**config.mk**
```make
export PLATFORM = sky130hd
export DESIGN_NAME = display_arbiter
export DESIGN_NICKNAME = d
export VERILOG_FILES = /design/src/rtl/display_arbiter.sv
export SDC_FILE = /design/constraint.sdc
export NUM_CORES = 1
export LEC_CHECK = 0
export ABC_AREA = 0
export CORE_AREA = 2 2 70 89
export CTS_CLUSTER_DIAMETER = 40
export CTS_CLUSTER_SIZE = 12
export DETAILED_ROUTE_END_ITERATION = 12
export DIE_AREA = 0 0 72 91
export PLACE_DENSITY = 0.91
export SLEW_MARGIN = 20
export SYNTH_ARGS = -nofsm -noshare
export SYNTH_HDL_FRONTEND = slang
export SYNTH_SLANG_ARGS = --single-unit
```
**constraint.sdc**
```tcl
create_clock -name clk -period 4.05 [get_ports clk]
set_input_delay 0.6075 -clock clk [delete_from_list [all_inputs] [get_ports clk]]
set_output_delay 0.6075 -clock clk [all_outputs]
set_load 0.1 [all_outputs]
```
**src/rtl/display_arbiter.sv**
```systemverilog
// display_arbiter: shares one four-digit LED driver between the receiver
// data path and the status/error path. Each source has a one-word buffer;
// a granted word stays on the display for at least HOLD_CYCLES clocks and
// ties are broken by alternating away from the last granted source.
module display_arbiter #(
    parameter int          HOLD_CYCLES = 5000,
    parameter int          CNT_W       = 16,
    parameter logic [15:0] IDLE_CODE   = 16'hCCCC
) (
    input  logic        clk,
    input  logic        reset,
    input  logic        rx_valid,
    input  logic [15:0] rx_word,
    output logic        rx_ready,
    input  logic        err_valid,
    input  logic [15:0] err_word,
    output logic        err_ready,
    output logic [15:0] signal_to_display,
    output logic [1:0]  disp_owner,
    output logic        hold_active
);

    typedef enum logic {
        IDLE,
        SHOW
    } state_t;

    typedef enum logic [1:0] {
        OWN_NONE = 2'd0,
        OWN_RX   = 2'd1,
        OWN_ERR  = 2'd2
    } owner_t;

    // Reload value: the edge that grants counts as the first visible cycle.
    localparam logic [CNT_W-1:0] HOLD_LOAD = CNT_W'(HOLD_CYCLES - 1);
    localparam logic [CNT_W-1:0] CNT_ONE   = CNT_W'(1);

    state_t            state_q, state_d;
    logic [CNT_W-1:0]  timer_q, timer_d;
    logic              rx_pend_q, rx_pend_d;
    logic              err_pend_q, err_pend_d;
    logic [15:0]       rx_buf_q, err_buf_q;
    logic              last_err_q, last_err_d;   // 1: last grant went to err
    logic [15:0]       disp_q, disp_d;
    owner_t            owner_q, owner_d;

    logic              rx_accept, err_accept;
    logic              grant_point;
    logic              pick_rx, pick_err;

    assign rx_accept  = rx_valid  & ~rx_pend_q;
    assign err_accept = err_valid & ~err_pend_q;

    // A grant may happen when idle or when the running hold has expired.
    assign grant_point = (state_q == IDLE) || (timer_q == '0);

    // rx wins unless err is also pending and rx was granted last.
    assign pick_rx  = rx_pend_q & (~err_pend_q | last_err_q);
    assign pick_err = err_pend_q & ~pick_rx;

    // Next-state, timer, pending flags and display word.
    always_comb begin
        // NOTE: every signal driven here gets a default first so no path
        // leaves one unassigned, which would otherwise infer a latch.
        state_d    = state_q;
        timer_d    = timer_q;
        rx_pend_d  = rx_pend_q;
        err_pend_d = err_pend_q;
        last_err_d = last_err_q;
        disp_d     = disp_q;
        owner_d    = owner_q;

        if (rx_accept) begin
            rx_pend_d = 1'b1;
        end
        if (err_accept) begin
            err_pend_d = 1'b1;
        end

        if (!grant_point) begin
            timer_d = timer_q - CNT_ONE;
        end else if (pick_rx || pick_err) begin
            state_d    = SHOW;
            timer_d    = HOLD_LOAD;
            last_err_d = pick_err;
            disp_d     = pick_rx ? rx_buf_q : err_buf_q;
            owner_d    = pick_rx ? OWN_RX : OWN_ERR;
            // A pending source cannot accept on the same edge, so clearing
            // here never races with the set above.
            if (pick_rx) begin
                rx_pend_d = 1'b0;
            end else begin
                err_pend_d = 1'b0;
            end
        end else begin
            state_d = IDLE;
        end
    end

    // Control and output registers with asynchronous active-low reset.
    always_ff @(posedge clk or negedge reset) begin
        // NOTE: clocked state uses non-blocking assignments so every register
        // samples pre-edge values regardless of statement order.
        if (!reset) begin
            state_q    <= IDLE;
            timer_q    <= '0;
            rx_pend_q  <= 1'b0;
            err_pend_q <= 1'b0;
            last_err_q <= 1'b1;
            disp_q     <= IDLE_CODE;
            owner_q    <= OWN_NONE;
        end else begin
            state_q    <= state_d;
            timer_q    <= timer_d;
            rx_pend_q  <= rx_pend_d;
            err_pend_q <= err_pend_d;
            last_err_q <= last_err_d;
            disp_q     <= disp_d;
            owner_q    <= owner_d;
        end
    end

    // Capture offered words into the per-source buffers.
    always_ff @(posedge clk) begin
        // NOTE: payload buffers carry no reset; a buffer is only read when
        // its pending flag is set, which implies it was written first.
        if (rx_accept) begin
            rx_buf_q <= rx_word;
        end
        if (err_accept) begin
            err_buf_q <= err_word;
        end
    end

    assign rx_ready          = ~rx_pend_q;
    assign err_ready         = ~err_pend_q;
    assign signal_to_display = disp_q;
    assign disp_owner        = owner_q;
    assign hold_active       = (state_q == SHOW);

endmodule

```
# Word-level counts from Yosys, hierarchy flattened
# Cells that the tools add are included.
word_totals:
  reg_bits: 70
  inputBits: 36
  out_inout_bits: 21
classes:
  add_sub_neg: 1
  n_eq_ne: 1
  muxes: 13
  n_bitwise: 9
  n_reduce_logical: 4
ops:
  columns: ["op", "n"]
  rows:
  - ["two-way mux 16 bit", 3]
  - ["zero test 16 bit", 1]
  - ["subtractor 16 x 1 -> 16 bit (second input constant)", 1]
  - ["two-way mux 1 bit", 9]
  - ["AND 1 bit", 4]
  - ["NOT 1 bit", 4]
  - ["logical OR 1 bit", 2]
  - ["two-way mux 2 bit", 1]
  - ["!= test 2 x 1 -> 1 bit (second input constant)", 1]
  - ["AND reduction 2 bit", 1]
  - ["OR 1 bit", 1]

# Depth between registers and ports, before layout
# Gate-level depths: netlist of the first run.
logic_depth:
  word_depth: 8
  mapped_depth: 7
  depth_no_buf: 7

# Least setup slack after synthesis of the first run
# OpenSTA, ideal clock, no wires.
synth_timing:
  path_type: "reg2reg"
  from: "reg err_pend_q"
  to: "reg disp_q[12] (netlist: signal_to_display[12])"
  setup_time_ps: 125
  arrival_ps: 2217
  path_slack_ps: 1708
  stages_incl_launch_ff: 6
  path_buffers: 1
  period_less_slack_ps: 2342
  path_cell_list: "dfrtp_1 > inv_1 > o21ai_1 > buf_2 > mux2_2 > mux2_2"
synth_between:
  elab_chain_len: 7
synth_rtl:
  columns: ["item", "line", "rtl"]
  rows:
  - ["start, declared", "41", "logic err_pend_q, err_pend_d;"]
  - ["start signal, assigned", "116", "err_pend_q <= err_pend_d;"]
  - ["NOT 1 bit *", null, null]
  - ["named net err_ready", "17", "output logic err_ready,"]
  - ["OR 1 bit *", "58", "assign pick_rx = rx_pend_q & (~err_pend_q | last_err_q);"]
  - ["AND 1 bit *", "58", null]
  - ["NOT 1 bit", "59", "assign pick_err = err_pend_q & ~pick_rx;"]
  - ["AND 1 bit", "59", null]
  - ["logical OR 1 bit", "82", "end else if (pick_rx || pick_err) begin"]
  - ["AND reduction 2 bit (no line)", null, null]
  - ["end signal, assigned", "118", "disp_q <= disp_d;"]
  - ["end, declared", "44", "logic [15:0] disp_q, disp_d;"]
# The timed path passes the listed nets; every way through them passes the cells marked *.
# A chain may end at the register's enable or synchronous reset.

# Worst setup path after layout of the first run
layout_timing:
  from: "reg state_q (netlist: hold_active)"
  to: "out hold_active"
layout_lines:
  columns: ["item", "line", "rtl"]
  rows:
  - ["start, declared", "38", "state_t state_q, state_d;"]
  - ["start signal, assigned", "113", "state_q <= state_d;"]
  - ["end, declared", "20", "output logic hold_active"]
# No word-level cell between the ends.

==> results of run 1 <==
-- placed cells by master, fill, tap and decap left out, types with 5 or more instances in the layout --
cell type / synthesis / routed
sky130_fd_sc_hd__dfstp_2: 9 / 9
sky130_fd_sc_hd__mux2_2: 32 / 32
sky130_fd_sc_hd__clkbuf_8: 0 / 9
sky130_fd_sc_hd__inv_1: 11 / 11
sky130_fd_sc_hd__o21ai_0: 5 / 5
sky130_fd_sc_hd__dfrtp_1: 29 / 29
sky130_fd_sc_hd__edfxtp_1: 32 / 32
sky130_fd_sc_hd__clkdlybuf4s50_1: 0 / 55
sky130_fd_sc_hd__nand4_1: 5 / 5
sky130_fd_sc_hd__a21oi_1: 6 / 6
sky130_fd_sc_hd__nor2_1: 12 / 12
sky130_fd_sc_hd__nand2_1: 9 / 9
-- per-layer routing --
metal	vias to the layer above	share of wire [%]	track usage, %
met4	0	1.4	6.76
met2	47	52	33.6
met3	8	4.1	4.99
li1	955	-	-
met1	997	42	24.9
met5	-	0	0
-- worst paths after layout --
kind,startpoint,end,slack (ps),cells past startpoint
min in group clk,disp_owner[1]$_DFFE_PN0P_,disp_owner[1]$_DFFE_PN0P_,510,1
hold reg to reg,disp_owner[1]$_DFFE_PN0P_,disp_owner[1]$_DFFE_PN0P_,510,1
setup / recovery,hold_active$_DFFE_PN0N_,hold_active,1080,1
hold / removal,reset,timer_q[2]$_DFFE_PN0P_,370,1
setup reg to reg,timer_q[0]$_DFFE_PN0P_,signal_to_display[9]$_DFFE_PN0P_,1610,6
max in group asynchronous,reset,timer_q[10]$_DFFE_PN0P_,3150,1
-- logic make-up (layout without fill, tap and decap cells) --
family | count (synthesis) | in the layout
flops | 70 | 70
simple gates | 55 | 55
compound gates | 36 | 36
mux | 34 | 34
buf+inv | 19 | 86
xor+xnor | 2 | 2
fa+ha+maj | 1 | 1
-- state kept, by name, indices dropped and copies added (netlist names) --
signal	count
rx_buf_q	16
hold_active	1
rx_pend_q	1
last_err_q	1
signal_to_display	16
err_buf_q	16
err_pend_q	1
disp_owner	2
timer_q	16
-- stage by stage --
step	utilization, %	hold slack [ps]	worst slack (ps)	instance area [µm²]
2_1_floorplan	-	312	1710	3030
3_3_place_gp	64.0	493	1470	3650
3_5_place_dp	64.0	494	1450	3650
4_1_cts	67.9	389	1070	3870
5_1_grt	67.9	442	995	3870
6_report	67.9	368	1080	3870
-- where the power goes --
| part | internal (mW) | switching [mW] | leakage [nW] |
|---|---|---|---|
| clock network | 0.352 | 0.270 | 0.107 |
| registers | 0.836 | 0.111 | 0.729 |
| logic | 0.216 | 0.352 | 0.691 |
| total | 1.40 | 0.733 | 1.53 |
-- cell type report --
| type | instances | area, µm² | area share [%] |
|---|---|---|---|
| multi-input combinational | 128 | 1020 | 26.4 |
| clock inverter | 6 | 93.8 | 2.43 |
| sequential | 70 | 1920 | 49.7 |
| timing repair buffer | 59 | 578 | 14.9 |
| tap | 66 | 82.6 | 2.13 |
| inverter | 11 | 41.3 | 1.07 |
| clock buffer | 10 | 128 | 3.30 |
==> results.md, run 1 <==
- The average size of a mapped cell is 14.0 µm².
- For this run, design rule violations remaining after detail routing come to 0.
- The headroom to the max-slew limit is 32.1%.
- The setup clock skew after layout is 11.2 ps.
- The initial antenna violation count is 0.
- The fraction of the mapped netlist area in compound gates is 9.08%.
- Synthesis produced a netlist with a net count of 254.
- The starting density of the core is 53.2%.
- Row generation in the floorplan step produced 31 rows.
- By area, the combinational part of the netlist is dominated by multiplexers.
- The maximum count of clock buffers along a single path is 2.
- The count of nets left with antenna violations after detail routing is 0.
- The placed wire-length estimate after detailed placement is 4020 µm.
- The largest driver fanout on the critical path is 19.
- Overall power consumption after layout is estimated at 2.14 mW.
- The final max-slew violation count is 0.
- At the end of the flow, the number of nets in the layout was 316.
- In this run the horizontal extent of the chip is 72 µm.
- The classification of the worst setup path is flop to primary output.
- The die covers 0.00655 mm².
- The number of hold-slack violations in the final timing report came to 0.
- The path type of the worst min-delay path is input port to asynchronous set/reset pin.
- The number of fill cells in the layout is 390.
- The synthesized netlist occupies a cell area of between 0.003 and 0.004 mm².
- The detailed router finished its first iteration with between 100 and 150 violations.
- The number of iterations in the first detailed-routing pass is 4.
- The fraction of synthesis flops using an asynchronous set or reset pin is 54.3%.
- The wire length reported by the detailed router is 6000 µm.
- The flow ran to the end, and the final reports show no timing, DRC or antenna violations.
- The area share of xor/xnor cells in the synthesized design is less than 1%.
- The largest individual stage delay along the critical path comes from the cell sky130_fd_sc_hd__clkdlybuf4s50_1.
- Setup violations remaining at the end of the flow were counted as 0.
- The root buffer cell is sky130_fd_sc_hd__clkbuf_8.
- For this run, the top clock speed supported by timing is 336 MHz.
- The number of max-capacitance violations reported is 0.
- The post-synthesis adder-cell area fraction is less than 1%.
- The number of top-level design ports is 57.
- The count of buffers inserted at the top-level ports is 56.
- The height of the die is 91 µm.
- The post-layout instance count excluding filler cells is 350.
- The aggregate global routing overflow is 0.
- The cts-stage hold buffer count is 0.
- At the later pin of the worst-skew pair, clock insertion delay measures ~340 ps.
- The analysis attributes to cell leakage a power of 1.53 nW.
- In the synthesized netlist the dominant register cell turns out to be sky130_fd_sc_hd__edfxtp_1.
- Setup repair after global routing left no endpoint under its margin.
- The synthesized netlist cell count is 217.
- The share of final-layout standard cells stronger than drive strength 1 is 25.0%.
- The peak supply drop is 406 µV.
- The maximum number of pins on one net before global-route repair is 39.
- The largest total area in the synthesized netlist belongs to sky130_fd_sc_hd__edfxtp_1.
- The number of buffers created by CTS is 9.
- The area added between synthesis and finish is 27.6%.
- Grouping stages by cell kind, the critical path spends the most delay in buffers and inverters.
- Of the synthesized area, sequential elements account for 63.4%.
- Power spread over the standard cell area amounts to approximately 550 mW/mm².
- The final critical path takes up approximately 73% of the cycle.
- The commonest cells after synthesis are sky130_fd_sc_hd__edfxtp_1 (32), sky130_fd_sc_hd__mux2_2 (32), sky130_fd_sc_hd__dfrtp_1 (29).
- The level count of the clock H-tree is 3.
- Summing the areas of all and, or, nand and nor instances in the mapped netlist gives roughly 11% of the synthesized area.
- The number of library cell types mapped by synthesis is 52.
- In this run, synthesis produced a sequential element count of 70.
- Summing over every cut layer, the via total after detailed routing is 2007.
- The count of cells resized by post-cts repair is 0.
- For the pin with the worst max-slew slack, the measured transition is approximately 1000 ps.
- 0 antenna diodes ended up in the layout.
- Traced cell by cell, the critical path runs through clkdlybuf4s50_1.
- The via density per instance is between 5 and 6.
- The standard cell core area is 0.00570 mm².
- The buffer and inverter count on the worst path is 1.
- The synthesized design devotes to its leading area cell type a little under a third of total area.
- On the worst path, the slowest cell contributes a delay of 1250 ps.
- STA classifies the critical path endpoint as a primary output.
- The clock tree from TritonCTS is done.
- By area the synthesized netlist is led by sky130_fd_sc_hd__edfxtp_1 (32%), sky130_fd_sc_hd__dfrtp_1 (24%), sky130_fd_sc_hd__mux2_2 (12%), sky130_fd_sc_hd__dfstp_2 (7.8%), sky130_fd_sc_hd__nor2_1 (1.5%).
- The kind of start point of the critical path is a flop.
- The number of global-route vias before repair came to ~2100.
- The required time of the worst setup path is 3440 ps.
- The number of setup buffers added after CTS is 0.
- The first global-routing pass estimated 9960 µm of wire.
- In the global route stage, overall resource usage came out at roughly a fifth.
- Data arrives at the worst endpoint at 2370 ps.
- After clock tree synthesis, the clock-pin slew on the worst setup and hold paths is 80 ps.
- In the final timing run, aggregate negative setup slack is 0 ps.
- At the end of routability-driven placement, the weighted congestion stood at 0.866.
- In the synthesized netlist, mux cells make up approximately 13% of the area.
- The count of yosys warnings during synthesis is 0.
- The post-layout minimum cycle time is between 2000 and 3000 ps.
- Dividing the detail-routed wire length by the instance count gives roughly 17 µm.
- The synthesized design contains 32 enable-type register cells.
- The TritonCTS sink count is 70.
- The post-placement cell count is about 330.
Power figures use the tool's default switching activity.
==> inputs of run 2 (changes only) <==
- CORE_AREA: 2 2 70 89 -> 2 2 75 95
- DIE_AREA: 0 0 72 91 -> 0 0 77 97
- PLACE_DENSITY: 0.91 -> 0.85
- clock period: 4.05 -> 2.45 ns (I/O delays scaled with it)
==> run 2 against run 1 <==
Net effect: cell area is 0.49% lower; sequential share of layout area rose by 0.24 points; critical path depth rose by 6; first-iteration DRC count grew 5.4%; register-to-register slack got worse by 1300 ps; clock power grew 27%; worst setup slack worse by 770 ps; total power up 55%; non-clock buffer count rose by 6; hold slack got worse by 230 ps; combinational power grew 66%; die area rose by 14%; critical endpoint is now signal_to_display[13]$_DFFE_PN0P_; largest cell class unchanged; largest power group unchanged.
==> results.md, run 2 (synthesis results as in run 1) <==
- Run status: completed (unchanged).
- The starting density of the core is 46.5% (was 53.2%).
- The detailed-route via count is 2056 (was 2007).
- The setup clock skew after layout was 8.84 ps (was 11.2 ps).
- The clock tree from TritonCTS is done (unchanged).
- The average routed wire per standard cell is 17.2 µm (was 17.1 µm).
- The critical path endpoint category is a flop (was primary output).
- The maximum number of pins on one net before global-route repair was 39 (unchanged).
- The detailed router's first-iteration violation count is 137 (was 130).
- The number of fill cells in the layout was 543 (was 390).
- The worst setup slack after placement is 325 ps (was 1450 ps).
- The number of top-level design ports is 57 (unchanged).
- The initial antenna violation count is 0 (unchanged).
- The design internal power is 2.10 mW (was 1.40 mW).
- The maximum count of clock buffers along a single path came to 2 (unchanged).
- The switching power came to 1.22 mW (was 733 µW).
- The final net count is 322 (was 316).
- Unrepaired setup endpoints after global routing: false (unchanged).
- The worst path uses just under 90% of the clock period.
- The total of endpoints with negative setup slack in the final report was 0 (unchanged).
- The area added between synthesis and finish is 26.9% (was 27.6%).
- The summed negative setup slack over all endpoints came to 0 ps (unchanged).
- The kind of start point of the critical path is a flop (unchanged).
- The number of max-capacitance violations reported was 0 (unchanged).
- The final worst slack is 310 ps (was 1080 ps).
- The number of global-route vias before repair is 2168 (was 2056).
- The number of hold-slack violations in the final timing report is 0 (unchanged).
- Most frequent cells in the layout: sky130_fd_sc_hd__clkdlybuf4s50_1 (34), sky130_fd_sc_hd__mux2_2 (32), sky130_fd_sc_hd__edfxtp_1 (32) (was sky130_fd_sc_hd__clkdlybuf4s50_1 (55), sky130_fd_sc_hd__mux2_2 (32), sky130_fd_sc_hd__edfxtp_1 (32)).
- The peak supply drop is 530 µV (was 406 µV).
- The count of cells along the worst register-to-register path is 7 (was 6).
- The via density per instance was 5.45 (was 5.73).
- The switching share of power came to 36.8% (was 34.3%).
- The path type of the worst min-delay path is input port to asynchronous set/reset pin (unchanged).
- The register-to-register path setup slack is 310 ps (was 1610 ps).
- The headroom to the max-slew limit was 43.1% (was 32.1%).
- The final max-slew violation count is 0 (unchanged).
- The number of remaining DRC errors is 0 (unchanged).
- The number of iterations in the first detailed-routing pass is 5 (was 4).
- The wire length reported by the detailed router came to 6470 µm (was 6000 µm).
- The standard cell core area is 0.00652 mm² (was 0.00570 mm²).
- The count of buffers inserted at the top-level ports is 56 (unchanged).
- The global router's overall resource usage is 18.4% (was 19.9%).
- The proportion of power drawn by combinational gates was 28.5% (was 26.6%).
- The most common cell after layout, fill and taps aside is sky130_fd_sc_hd__clkdlybuf4s50_1 (unchanged).
- The measured slew at the worst slew-check pin came to 853 ps (was 1020 ps).
- The cts-stage hold buffer count was 0 (unchanged).
- The total inserted antenna cells came to 0 (unchanged).
- The share of final-layout standard cells stronger than drive strength 1 is 34.1% (was 25.0%).
- The insertion delay to the later sink of the worst-skew pair is 340 ps (about the same).
- The TritonCTS sink count is 70 (unchanged).
- The placed wire-length estimate after detailed placement is 4590 µm (was 4020 µm).
- The leakage power of the design was 1.57 nW (was 1.53 nW).
- The largest driver fanout on the critical path is 19 (unchanged).
- The clock network fraction of total power is 23.9% (was 29.1%).
- The endpoint of the worst-slack reg-to-reg timing path is signal_to_display[13]$_DFFE_PN0P_ (was signal_to_display[9]$_DFFE_PN0P_).
- The fmax is 467 MHz.
- The number of buffers created by CTS is 9 (unchanged).
- The level count of the clock H-tree is 3 (unchanged).
- The clock-pin transition on the worst setup and hold timing paths is 80 ps (about the same).
- The global-route wire length before repair is 10700 µm (was 9960 µm).
- The data arrival at the endpoint of the critical path is 2360 ps (was 2370 ps).
- Counting I/O delays and the setup requirement, the final critical path takes around 2100 ps.
- The startpoint of the worst register-to-register path is timer_q[0]$_DFFE_PN0P_ (unchanged).
- The root buffer cell is sky130_fd_sc_hd__clkbuf_8 (unchanged).
- The power density over the cells came to 862 mW/mm² (was 552 mW/mm²).
- The die width is 77 µm (was 72 µm).
- The required time of the worst setup path is 2670 ps (was 3440 ps).
- The cell area after layout is 0.00385 mm² (was 0.00387 mm²).
- The placement-stage cell area is 0.00368 mm² (was 0.00365 mm²).
- The count of nets left with antenna violations after detail routing is 0 (unchanged).
- The number of rows in the core area is 33 (was 31).
- The height of the die is 97 µm (was 91 µm).
- The launching instance or port of the critical path is timer_q[0]$_DFFE_PN0P_ (was hold_active$_DFFE_PN0N_).
- The area of the die came to 0.00747 mm² (was 0.00655 mm²).
- The routability congestion estimate came to 0.872 (was 0.866).
- The classification of the worst setup path is flop to flop (was flop to primary output).
- The count of cells resized by post-cts repair came to 0 (unchanged).
- The sequential share of power is 47.7% (was 44.3%).
- The aggregate global routing overflow is 0 (unchanged).
- The end point of the critical path is signal_to_display[13]$_DFFE_PN0P_ (was hold_active).
- The number of setup buffers added after CTS is 0 (unchanged).
[run 2: changes by cell type in the layout (fill, tap and decap cells not counted), sizes merged]
cell	previous run	this run
clkinv	1	5
buf	4	31
bufinv	2	0
clkdlybuf4s50	55	34
inv	13	11
[run 2: power by group through the flow]
| stage | sequential (mW) | clock, mW | combinational, mW |
|---|---|---|---|
| final | 1.58 | 0.792 | 0.945 |
| after global routing | 1.60 | 0.866 | 1.01 |
| after CTS | 1.57 | 0.812 | 0.946 |
| after detailed placement | 1.60 | 0 | 0.945 |
| after global placement | 1.58 | 0 | 0.922 |
| after floorplan | 1.84 | 0 | 0.448 |
[run 2: per-stage QoR]
| step | hold WS [ps] | cells | total power, mW | util (%) |
|---|---|---|---|---|
| floorplan | 71.9 | 217 | 2.28 | - |
| global route | 186 | 377 | 3.48 | 59.0 |
| global placement | 499 | 361 | 2.51 | 56.4 |
| CTS | 154 | 377 | 3.33 | 59.0 |
| finish | 135 | 377 | 3.32 | 59.0 |
| detailed placement | 499 | 361 | 2.54 | 56.4 |
[run 2: routing by layer]
layer  up-vias  track usage (%)  wire (µm)
met5         -                0          0
met4         0             6.59         62
met3         6             4.29        239
met2        53             32.0       3440
met1      1039             22.4       2720
li1        958                -          -
[run 2: cell type report]
| type | count | area [µm²] | share of cell area [%] |
|---|---|---|---|
| Clock buffer | 10 | 128 | 3.31 |
| Clock inverter | 6 | 40.0 | 1.04 |
| Timing Repair Buffer | 65 | 583 | 15.1 |
| Inverter | 11 | 41.3 | 1.07 |
| Sequential cell | 70 | 1920 | 50.0 |
| Multi-Input combinational cell | 128 | 1030 | 26.6 |
| Tap cell | 87 | 109 | 2.83 |
[run 2: worst min-delay path by stage]
stage	start	end	cells after the start
floorplan	reset	disp_owner[0]$_DFFE_PN0P_	0
global placement	signal_to_display[13]$_DFFE_PN0P_	signal_to_display[13]$_DFFE_PN0P_	1
detailed placement	signal_to_display[9]$_DFFE_PN0P_	signal_to_display[9]$_DFFE_PN0P_	1
CTS	reset	signal_to_display[4]$_DFFE_PN0P_	1
global route	reset	signal_to_display[5]$_DFFE_PN0P_	1
finish	reset	signal_to_display[5]$_DFFE_PN0P_	1
[run 2: worst max-delay path, cell delays in order, from the launching register on]
cell	delay, ps
sky130_fd_sc_hd__dfrtp_1	420
sky130_fd_sc_hd__inv_1	110
sky130_fd_sc_hd__ha_1	220
sky130_fd_sc_hd__nor4b_2	270
sky130_fd_sc_hd__nand4_2	240
sky130_fd_sc_hd__a21oi_4	230
sky130_fd_sc_hd__buf_12	180
sky130_fd_sc_hd__mux2_2	350
